$ cat src/rtl/tdl_fifo_reader_pkg.sv
// rtl/tdl_fifo_reader_pkg.sv - shared types and defaults for the TDL FIFO reader
package tdl_fifo_reader_pkg;

  localparam int WIDTH_DEF    = 8;
  localparam int TAG_SIZE_DEF = 8;

  typedef enum logic [1:0] {
    OCC_EMPTY = 2'd0,
    OCC_HALF  = 2'd1,
    OCC_FULL  = 2'd2
  } occ_state_t;

  // Field order fixes the packed layout: tag occupies the most significant bits.
  typedef struct packed {
    logic [TAG_SIZE_DEF-1:0] tag;
    logic [WIDTH_DEF-1:0]    dir_x;
    logic [WIDTH_DEF-1:0]    dir_y;
    logic [WIDTH_DEF-1:0]    dir_z;
    logic [WIDTH_DEF-1:0]    len;
  } tagged_direction_len_t;

  function automatic int tdl_bits(input int width, input int tag_size);
    return tag_size + 4 * width;
  endfunction

endpackage

$ cat src/rtl/tdl_fifo_reader_skid_buf.sv
// rtl/tdl_fifo_reader_skid_buf.sv - two-entry head/tail buffer with occupancy state machine
module tdl_skid_buf
  import tdl_fifo_reader_pkg::*;
#(
  parameter int DATA_W = 40
) (
  input  logic              clk,
  input  logic              reset,
  input  logic              flush,
  input  logic              capture,
  input  logic              pop,
  input  logic [DATA_W-1:0] in_data,
  output logic              out_valid,
  output logic [DATA_W-1:0] out_data,
  output occ_state_t        state
);

  occ_state_t        r_state;
  logic [DATA_W-1:0] r_head;
  logic [DATA_W-1:0] r_tail;

  always_ff @(posedge clk or posedge reset) begin
    if (reset) begin
      r_state <= OCC_EMPTY;
      r_head  <= '0;
      r_tail  <= '0;
    end else if (flush) begin
      r_state <= OCC_EMPTY;
    end else begin
      case (r_state)
        OCC_EMPTY: begin
          if (capture) begin
            r_head  <= in_data;
            r_state <= OCC_HALF;
          end
        end
        OCC_HALF: begin
          case ({capture, pop})
            2'b10: begin
              r_tail  <= in_data;
              r_state <= OCC_FULL;
            end
            2'b01: r_state <= OCC_EMPTY;
            // Capture and pop together: the new entry bypasses straight into head.
            2'b11: r_head <= in_data;
            default: ;
          endcase
        end
        OCC_FULL: begin
          if (pop) begin
            r_head <= r_tail;
            if (capture) r_tail <= in_data;
            else         r_state <= OCC_HALF;
          end
        end
        default: r_state <= OCC_EMPTY;
      endcase
    end
  end

  assign out_valid = (r_state != OCC_EMPTY);
  assign out_data  = r_head;
  assign state     = r_state;

endmodule

$ cat src/rtl/tdl_fifo_reader.sv
// rtl/tdl_fifo_reader.sv - pops a TDL FIFO into a 2-entry buffer with transfer/stall counters
module tdl_fifo_reader
  import tdl_fifo_reader_pkg::*;
#(
  parameter int WIDTH    = WIDTH_DEF,
  parameter int TAG_SIZE = TAG_SIZE_DEF,
  parameter int CNT_W    = 16
) (
  input  logic                        clk,
  input  logic                        reset,
  input  logic                        fifo_ready,
  output logic                        fifo_read,
  input  logic [TAG_SIZE+4*WIDTH-1:0] fifo_data,
  input  logic                        flush,
  output logic                        out_valid,
  input  logic                        out_ready,
  output logic [TAG_SIZE+4*WIDTH-1:0] out_data,
  output logic [CNT_W-1:0]            beat_count,
  output logic [CNT_W-1:0]            stall_count
);

  localparam int DATA_W = tdl_bits(WIDTH, TAG_SIZE);
  localparam logic [CNT_W-1:0] CNT_MAX = '1;
  localparam logic [CNT_W-1:0] CNT_ONE = {{(CNT_W-1){1'b0}}, 1'b1};

  logic             r_inflight;
  logic             r_run;
  logic [CNT_W-1:0] r_beat;
  logic [CNT_W-1:0] r_stall;
  logic             w_pop;
  logic             w_capture;
  logic [2:0]       w_level;
  occ_state_t       w_state;

  assign w_pop     = out_valid && out_ready;
  assign w_capture = r_inflight && !flush;
  // Entries held or owed after this cycle's pop; a new read is allowed only below two.
  assign w_level   = {1'b0, w_state} + {2'b00, r_inflight} - {2'b00, w_pop};
  assign fifo_read = r_run && fifo_ready && !flush && (w_level < 3'd2);

  tdl_skid_buf #(
    .DATA_W(DATA_W)
  ) u_skid_buf (
    .clk      (clk),
    .reset    (reset),
    .flush    (flush),
    .capture  (w_capture),
    .pop      (w_pop),
    .in_data  (fifo_data),
    .out_valid(out_valid),
    .out_data (out_data),
    .state    (w_state)
  );

  // r_run holds reads off until the first clock edge after reset release.
  always_ff @(posedge clk or posedge reset) begin
    if (reset) begin
      r_inflight <= 1'b0;
      r_run      <= 1'b0;
      r_beat     <= '0;
      r_stall    <= '0;
    end else begin
      r_inflight <= fifo_read;
      r_run      <= 1'b1;
      if (w_pop && (r_beat != CNT_MAX)) r_beat <= r_beat + CNT_ONE;
      if (out_valid && !out_ready && (r_stall != CNT_MAX)) r_stall <= r_stall + CNT_ONE;
    end
  end

  assign beat_count  = r_beat;
  assign stall_count = r_stall;

endmodule

$ cat config.mk
export PLATFORM = sky130hd
export DESIGN_NAME = tdl_fifo_reader
export DESIGN_NICKNAME = d
export VERILOG_FILES = /design/src/rtl/tdl_fifo_reader_pkg.sv /design/src/rtl/tdl_fifo_reader_skid_buf.sv /design/src/rtl/tdl_fifo_reader.sv
export SDC_FILE = /design/constraint.sdc
export NUM_CORES = 1
export LEC_CHECK = 0
export BUFFER_PORTS_ARGS = -buffer_cell sky130_fd_sc_hd__buf_2
export CORE_ASPECT_RATIO = 0.8
export CORE_UTILIZATION = 30
export CTS_CLUSTER_SIZE = 8
export DETAILED_ROUTE_END_ITERATION = 8
export GPL_TIMING_DRIVEN = 0
export MAX_ROUTING_LAYER = met4
export PLACE_DENSITY = 0.48
export SYNTH_ARGS = -nofsm -noshare
export SYNTH_HDL_FRONTEND = slang
export SYNTH_SLANG_ARGS = --single-unit
$ cat constraint.sdc
create_clock -name clk -period 4.6 [get_ports clk]
set_input_delay 0.46 -clock clk [delete_from_list [all_inputs] [get_ports clk]]
set_output_delay 0.46 -clock clk [all_outputs]
set_load 0.02 [all_outputs]
==> results by group, run 1 <==
STA
  • Minimum clock period after layout: 3.34 ns
  • Final setup violation count: 0
  • Fmax: 300 MHz
  • Final Worst Setup Slack: 1.26 ns
  • Post-route setup TNS: 0 ns
  • Slew headroom: 51.6%
  • Final Max Slew Viols: 0
  • Crit share post-route: 72.5%
  • Final Hold Viols: 0
  • Worst Tran Pin Value: 0.719 ns
  • Worst clock skew: 0.00814 ns
  • RSZ-0062 raised after global routing: false

Yosys
  • Post-synth EDFFs: 0
  • Largest family of logic cells by synthesized area: multiplexers
  • Post-synthesis net count: 450
  • Syn Area/Cell: 13.4 um2
  • Sequential-to-total area share from yosys stat: 54.4%
  • Number of synthesized register bits: 116
  • Post-Synth XOR/XNOR Area: 4.27%
  • Portion of netlist area occupied by mux cells: 26.5%
  • Cell area after synthesis: 5340 um2
  • Top FF cell, synth: dfrtp_1
  • Top post-synthesis cells by area: dfrtp_1, mux2_2, xor2_1
  • Synth Area in Adders: 1.78%
  • Fraction of the mapped netlist area in simple logic gates: 8.61%
  • Post-synth top area cell: dfrtp_1
  • Top cell type's share of synthesized area: 54.4%
  • Netlist cell types: 38
  • Synth Area in Compound Gates: 2.44%
  • Async SR Flop Fraction: 100%
  • Syn Inst Count: 398
  • Syn. warnings: 0

GRT
  • Remaining Overflow, GRT: 0
  • Global-route usage over all layers: 14.1%
  • Pin count of the biggest net entering global routing: 69
  • Initial antenna violation count: 1
  • Vias in the first global route: 3635
  • First-pass GRT wire length: 19.0 mm

Routing
  • Final wirelength: 11.6 mm
  • DRT Pass-1 Iters: 4
  • Avg WL per Cell: 15.0 um
  • Via count: 3631
  • Via-to-Cell Ratio: 4.69
  • DRC: 0
  • Detailed Route Iter0 Violations: 141
  • Post-DRT Antenna Nets: 0

Critical path
  • Critical path arrival: 2.88 ns
  • Worst Setup Start Kind: register
  • Kind of critical path: register to output port
  • R2R Setup Slk: 2.07 ns
  • CP required: 4.14 ns
  • Reg-to-reg startpoint: u_skid_buf.state[1]
  • Worst R2R End: u_skid_buf.out_data[33]
  • Worst-path fanout max: 9
  • Crit path capture type: output port
  • Worst reg-to-reg path cell count: 9

Final layout
  • Post-Layout Cell Count: 774
  • Ratio of cells with drive above 1 in the final layout: 52.2%
  • Flip-flop and latch area: 2900 um2
  • Area occupied by multi-input gates: 2330 um2
  • Commonest cells after routing, fill and taps aside: buf_2, mux2_2, dfrtp_1
  • Final Util: 39.4%
  • Area delta synth->final: 28.3%
  • Nets@finish: 588
  • Most common cell after layout, fill and taps aside: buf_2
  • Filler cells: 1665

Place
  • Placed cells: 742
  • Final GP Congestion: 0.759
  • PortBufs: 118
  • Final HPWL DP: 8.10 mm
  • Placement Setup Slack: 1.65 ns

Clocking
  • CTS Buf Count: 17
  • TritonCTS clock tree: built
  • Clock latency on the worst-skew pair: 0.41 ns
  • H-tree depth: 4
  • # clock sinks: 116
  • Resized Gates After CTS: 0
  • CTS root buffer: clkbuf_16
  • Clock buffer depth: 2
  • Postcts setup bufs: 0
  • Clk slew on worst S/H paths: 0.06 ns
  • CTS Hold Buffers Added: 0

Pwr
  • Internal: 0.00318 W
  • Peak supply drop: 285 uV
  • Pwr Density: 698 nW/um2
  • Switch Pwr: 0.00159 W
  • Comb pwr share: 36.0%
  • Sw frac: 33.4%
  • Flop pwr share: 35.8%
  • Leak: 3.15 nW
  • Clock power frac: 28.2%

Worst hold path
  • Worst min path class: input port to async pin

Floorplan
  • Die height: 121 um
  • Core area: 17400 um2
  • Die width: 151 um
  • Rows: 43
  • Initial Utilization: 30.7%
  • Die area: 18300 um2
  • # IOs: 119

Run
  • Max Cap Viol: 0

Status
  • Status: completed
[cell usage after synthesis (all sizes together), types with 3 or more instances]
| cell | count |
|---|---|
| ha | 6 |
| mux2 | 123 |
| nor4 | 8 |
| buf | 10 |
| nor3b | 3 |
| xnor2 | 4 |
| nand4 | 12 |
| nor2 | 13 |
| nand3 | 10 |
| nor3 | 10 |
| nand2 | 12 |
| o21ai | 7 |
| clkbuf | 5 |
| xor2 | 22 |
| nor4b | 3 |
| mux2i | 3 |
| dfrtp | 116 |
| inv | 7 |
| and3 | 3 |
[stage by stage]
stage / power [W] / cell area [um2] / hold WS [ns]
2_1_floorplan: 0.00294 / 5340 / 0.475
3_5_place_dp: 0.00348 / 6240 / 0.490
5_1_grt: 0.00508 / 6840 / 0.110
3_3_place_gp: 0.00342 / 6210 / 0.483
4_1_cts: 0.00486 / 6840 / 0.0828
6_report: 0.00478 / 6840 / 0.0787
[worst max-delay path: stages, from the launching register on]
cell and delay [ns]:
dfrtp_1 0.44, inv_1 0.11, ha_1 0.20, buf_6 0.13, nand2b_1 0.29, nor2_1 0.23, o21ai_0 0.14, fa_1 0.50
nand4_1 0.09, nor2_1 0.14, buf_2 0.20
[routing by layer]
metal | global-route usage (%) | vias to the layer above | wire length (um)
met4 | 6.13 | 0 | 185
met3 | 3.91 | 17 | 515
li1 | - | 1741 | -
met5 | - | - | 0
met1 | 18.2 | 1796 | 5500
met2 | 20.5 | 77 | 5400
[worst max-delay path by stage]
stage                        startpoint             to  cells after the start
floorplan                         reset  beat_count[0]                      1
global placement                  reset  beat_count[8]                      2
detailed placement  u_skid_buf.state[1]      fifo_read                     10
CTS                 u_skid_buf.state[1]      fifo_read                     10
global route        u_skid_buf.state[1]      fifo_read                     10
finish              u_skid_buf.state[1]      fifo_read                     10
[power groups by stage]
stage                     clock network, W  logic, W  registers (W)
final                              0.00135   0.00172        0.00171
after CTS                          0.00139   0.00175        0.00171
after global routing               0.00143   0.00187        0.00177
after floorplan                          0  0.000977        0.00197
after detailed placement                 0   0.00175        0.00173
after global placement                   0   0.00172        0.00171
[final cells by class]
type / instances / share of cell area, %
well taps: 225 / 4.11
multi-input cells: 260 / 34.1
plain buffers: 15 / 1.10
clock inverters: 9 / 1.86
inverters: 7 / 0.457
diodes: 1 / 0.0366
clock buffers: 22 / 6.93
repair buffers: 119 / 9.03
flip-flops and latches: 116 / 42.4
[state kept, by name, summed over array words and instances (netlist names)]
signal,cells
u_skid_buf.out_data,40
stall_count,16
beat_count,16
r_run,1
u_skid_buf.r_tail,40
r_inflight,1
u_skid_buf.state,2
[logic make-up after synthesis]
family,count (synthesis)
fa+ha+maj,7
flops,116
simple gates,81
buf+inv,22
mux,126
other cells,1
xor+xnor,26
compound gates,19
Power figures use the tool's default switching activity.
==> inputs of run 2 (changes only) <==
==> constraint.sdc (replaced) <==
create_clock -name clk -period 3.2 [get_ports clk]
set_input_delay 0.32 -clock clk [delete_from_list [all_inputs] [get_ports clk]]
set_output_delay 0.32 -clock clk [all_outputs]
set_load 0.02 [all_outputs]
==> results by group, run 2 (synthesis results as in run 1) <==
GRT
  • Global-route usage over all layers: 14.7%
  • Pin count of the biggest net entering global routing: 41
  • Remaining Overflow, GRT: 0
  • Vias in the first global route: 3757
  • First-pass GRT wire length: 19.4 mm
  • Initial antenna violation count: 1

STA
  • Final Worst Setup Slack: 0.293 ns
  • Post-route setup TNS: 0 ns
  • Worst clock skew: 0.00591 ns
  • Final setup violation count: 0
  • Minimum clock period after layout: 2.91 ns
  • Final Hold Viols: 0
  • RSZ-0062 raised after global routing: false
  • Slew headroom: 54.7%
  • Hold slack: 0.147 ns
  • Final Max Slew Viols: 0
  • Worst Tran Pin Value: 0.673 ns
  • Fmax: 344 MHz
  • Crit share post-route: 90.9%

Place
  • PortBufs: 118
  • Placement Setup Slack: 0.406 ns
  • Placed cells: 744
  • Final HPWL DP: 8.46 mm
  • Final GP Congestion: 0.758

Pwr
  • Pwr Density: 1010 nW/um2
  • Clock power frac: 29.0%
  • Peak supply drop: 364 uV
  • Comb pwr share: 35.7%
  • Flop pwr share: 35.4%
  • Leak: 3.18 nW
  • Design Power: 0.00699 W
  • Internal: 0.00468 W
  • Switch Pwr: 0.00232 W
  • Sw frac: 33.1%

Final layout
  • Nets@finish: 591
  • Area delta synth->final: 29.9%
  • Post-Layout Cell Count: 778
  • Flip-flop and latch area: 2910 um2
  • Area occupied by multi-input gates: 2350 um2
  • Ratio of cells with drive above 1 in the final layout: 52.9%
  • Commonest cells after routing, fill and taps aside: buf_2, mux2_2, dfrtp_1
  • Most common cell after layout, fill and taps aside: buf_2
  • Filler cells: 1668

Clocking
  • CTS Buf Count: 17
  • TritonCTS clock tree: built
  • Clock latency on the worst-skew pair: 0.42 ns
  • # clock sinks: 116
  • Clock buffer depth: 2
  • H-tree depth: 4
  • CTS root buffer: clkbuf_16
  • Postcts setup bufs: 0
  • Clk slew on worst S/H paths: 0.06 ns

Floorplan
  • Die height: 121 um
  • Rows: 43
  • Initial Utilization: 30.7%
  • Core area: 17400 um2
  • Die width: 151 um
  • Die area: 18300 um2
  • # IOs: 119

Worst hold path
  • Worst min path class: input port to register

Routing
  • Final wirelength: 11.9 mm
  • DRC: 0
  • Detailed Route Iter0 Violations: 116
  • Via-to-Cell Ratio: 4.68
  • DRT Pass-1 Iters: 4
  • Post-DRT Antenna Nets: 0
  • Via count: 3639
  • Avg WL per Cell: 15.3 um

Critical path
  • Top cell by count, worst path: nor2_1
  • Critical path arrival: 2.59 ns
  • CP required: 2.88 ns
  • Slowest CP cell: fa_1
  • Delay-heaviest family, CP: adder cells
  • Buffers & Inverters on Critical Path: 4
  • CP peak stage delay: 0.50 ns
  • Worst Setup Start Kind: register
  • Critical Path, Cell by Cell: inv_1 > ha_1 > buf_6 > nor2b_1 > buf_2 > nor2_1 > o21ai_0 > fa_1 > nand4_1 > nor2_1 > buf_4
  • Kind of critical path: register to output port
  • Worst-path fanout max: 9
  • Crit path capture type: output port

Run
  • Max Cap Viol: 0

Status
  • Status: completed
==> run 2: cell type report <==
cell class / instances / area share, %
antenna: 1 / 0.0361
inverter: 7 / 0.433
sequential: 116 / 41.9
multi-input combinational: 260 / 33.8
tap: 225 / 4.06
clock inverter: 9 / 2.17
timing repair buffer: 122 / 9.57
clock buffer: 23 / 6.90
buffer: 15 / 1.08
==> run 2: stage by stage <==
stage | util (%) | cell area [um2]
4_1_cts | 39.8 | 6910
5_1_grt | 39.9 | 6930
6_report | 39.9 | 6930
3_5_place_dp | 36.1 | 6270
2_1_floorplan | - | 5340
3_3_place_gp | 35.7 | 6210
==> run 2: path summary, 6_finish.rpt <==
| check | endpoint | slack, ns | cells past startpoint | from |
|---|---|---|---|---|
| max in group asynchronous | u_skid_buf.state[1] | 2.03 | 5 | reset |
| worst max-delay path | fifo_read | 0.29 | 11 | u_skid_buf.state[0] |
| worst max register to register | u_skid_buf.out_data[15] | 0.65 | 9 | u_skid_buf.state[0] |
| worst min register to register | beat_count[15] | 0.49 | 1 | beat_count[15] |
| min in group asynchronous | u_skid_buf.r_tail[19] | 0.43 | 3 | reset |
| worst min-delay path | u_skid_buf.r_tail[14] | 0.15 | 2 | fifo_data[14] |
==> run 2: per-layer routing <==
metal	track usage, %	up-vias	share of wire, %
li1	-	1739	-
met1	18.1	1804	46
met2	21.9	81	48
met3	5.60	15	5.1
met4	5.56	0	1.2
met5	-	-	0
==> run 2: timing repair <==
item / 4_1_cts / 5_1_grt
setup endpoints to repair: 1 / 1
pin swaps: 0 / 0
gates cloned: 0 / 0
hold endpoints to repair: 12 / 0
hold buffers: 1 / 0
resized for setup: 2 / 5
==> run 2: power groups by stage <==
stage               Sequential, W  Combinational (W)  Clock [W]
floorplan                 0.00283            0.00141          0
global placement          0.00246            0.00246          0
detailed placement        0.00249            0.00253          0
CTS                       0.00248            0.00254    0.00209
global route              0.00257            0.00271    0.00216
finish                    0.00247            0.00249    0.00202
==> inputs of run 3 (changes only) <==
--- a/config.mk
+++ b/config.mk
@@ -7,11 +7,11 @@
 export LEC_CHECK = 0
 export BUFFER_PORTS_ARGS = -buffer_cell sky130_fd_sc_hd__buf_2
 export CORE_ASPECT_RATIO = 0.8
+export CORE_MARGIN = 1
 export CORE_UTILIZATION = 30
 export CTS_CLUSTER_SIZE = 8
 export DETAILED_ROUTE_END_ITERATION = 8
-export GPL_TIMING_DRIVEN = 0
-export MAX_ROUTING_LAYER = met4
+export GPL_TIMING_DRIVEN = 1
 export PLACE_DENSITY = 0.48
 export SYNTH_ARGS = -nofsm -noshare
 export SYNTH_HDL_FRONTEND = slang
==> results by group, run 3 (synthesis results as in run 1) <==
Pwr
  • Clock power frac: 28.4%
  • Leak: 3.12 nW
  • Peak supply drop: 380 uV
  • Sw frac: 33.6%
  • Flop pwr share: 35.6%
  • Internal: 0.00460 W
  • Pwr Density: 1010 nW/um2
  • Switch Pwr: 0.00233 W
  • Comb pwr share: 36.0%

Critical path
  • CP required: 2.88 ns
  • Crit path capture type: output port
  • Worst reg-to-reg path cell count: 5
  • CP peak stage delay: 0.50 ns
  • Reg-to-reg startpoint: u_skid_buf.state[0]
  • Critical Path Start: u_skid_buf.state[0]
  • Worst Setup Start Kind: register
  • Kind of critical path: register to output port
  • Critical Path, Cell by Cell: inv_1 > ha_2 > nand2b_4 > nor2_2 > o21ai_0 > fa_1 > nand4_1 > nor2_1 > buf_2
  • Worst R2R End: u_skid_buf.out_data[28]
  • Slowest CP cell: fa_1
  • Worst-path fanout max: 9
  • Critical path arrival: 2.61 ns
  • R2R Setup Slk: 0.91 ns

Clocking
  • # clock sinks: 116
  • Clk slew on worst S/H paths: 0.06 ns
  • H-tree depth: 4
  • Clock latency on the worst-skew pair: 0.41 ns
  • Postcts setup bufs: 0
  • CTS Hold Buffers Added: 0
  • Resized Gates After CTS: 2
  • Clock buffer depth: 2
  • CTS root buffer: clkbuf_16
  • CTS Buf Count: 17
  • TritonCTS clock tree: built

Routing
  • Via count: 3565
  • Post-DRT Antenna Nets: 0
  • DRC: 0
  • Avg WL per Cell: 15.3 um
  • Detailed Route Iter0 Violations: 144
  • Final wirelength: 11.7 mm
  • Via-to-Cell Ratio: 4.67
  • DRT Pass-1 Iters: 4

Place
  • PortBufs: 118
  • Placed cells: 731
  • Final HPWL DP: 7.89 mm
  • Final GP Congestion: 0.773

Floorplan
  • Initial Utilization: 30.7%
  • Die width: 151 um
  • Rows: 43
  • Die height: 121 um
  • # IOs: 119
  • Core area: 17400 um2
  • Die area: 18300 um2

STA
  • Slew headroom: 35.4%
  • Final Max Slew Viols: 0
  • Crit share post-route: 91.6%
  • Post-route setup TNS: 0 ns
  • Minimum clock period after layout: 2.93 ns
  • Fmax: 341 MHz
  • Worst clock skew: 0.00720 ns
  • Final Hold Viols: 0
  • Worst Tran Pin Value: 0.967 ns
  • Final setup violation count: 0
  • RSZ-0062 raised after global routing: false

GRT
  • Met2 Use GR: 20.5%
  • Remaining Overflow, GRT: 0
  • Vias in the first global route: 3641
  • GRT met1 Usage: 18.0%
  • Busiest grt layer: met2
  • First-pass GRT wire length: 18.8 mm
  • Pin count of the biggest net entering global routing: 44
  • Global-route usage over all layers: 13.7%
  • Met3 Use GR: 5.15%
  • Initial antenna violation count: 1

Final layout
  • Area delta synth->final: 28.9%
  • Nets@finish: 577
  • Ratio of cells with drive above 1 in the final layout: 54.1%
  • Final Util: 39.6%
  • Commonest cells after routing, fill and taps aside: mux2_2, buf_2, dfrtp_1
  • Filler cells: 1672
  • Post-Layout Cell Count: 764
  • Most common cell after layout, fill and taps aside: mux2_2

Status
  • Status: completed

Run
  • Max Cap Viol: 0

Worst hold path
  • Worst min path class: input port to async pin
## run 3: worst max-delay path by stage
stage | endpoint | slack (ns) | cells after the start
2_1_floorplan | fifo_read | 0.65 | 9
3_3_place_gp | fifo_read | 0.50 | 9
3_5_place_dp | fifo_read | 0.40 | 9
4_1_cts | fifo_read | 0.03 | 9
5_1_grt | fifo_read | 0.05 | 9
6_report | fifo_read | 0.27 | 9
## run 3: critical path: cells and delay by family, from the launching register on
family / cells / cell delay, ns
adder cells (fa/ha/maj): 2 / 0.76
AND/OR/NAND/NOR: 4 / 0.58
flip-flops: 1 / 0.41
buffers and inverters: 2 / 0.32
AO/OA/AOI/OAI: 1 / 0.13
## run 3: area by class of cell
cell class / count / area [um2] / share of cell area [%]
clock inverters: 12 / 154 / 2.24
diodes: 1 / 2.50 / 0.0364
inverters: 7 / 30.0 / 0.437
multi-input cells: 260 / 2360 / 34.3
clock buffers: 20 / 467 / 6.79
repair buffers: 123 / 678 / 9.86
well taps: 225 / 282 / 4.09
flip-flops and latches: 116 / 2900 / 42.2
## run 3: routing by layer
metal  share of wire (%)  wire length, um  vias to the layer above
li1                    -                -                     1704
met1                  47             5470                     1769
met2                  46             5420                       82
met3                 5.8              677                       10
met4                 1.1              131                        0
met5                   0                0                        -
## run 3: stage by stage
stage               instance area (um2)  total power [W]  hold slack (ns)  setup WS (ns)
global placement                   6240          0.00492            0.484          0.496
finish                             6880          0.00693            0.111          0.269
CTS                                6860          0.00703            0.126         0.0285
detailed placement                 6240          0.00501            0.480          0.400
floorplan                          5340          0.00423            0.472          0.651
global route                       6880          0.00737            0.134         0.0484
## run 3: power by group through the flow
stage | Clock (W) | Sequential (W) | Combinational [W]
after floorplan | 0 | 0.00283 | 0.00141
after detailed placement | 0 | 0.00248 | 0.00253
after CTS | 0.00203 | 0.00247 | 0.00253
after global placement | 0 | 0.00245 | 0.00247
after global routing | 0.00210 | 0.00256 | 0.00272
final | 0.00197 | 0.00247 | 0.00250
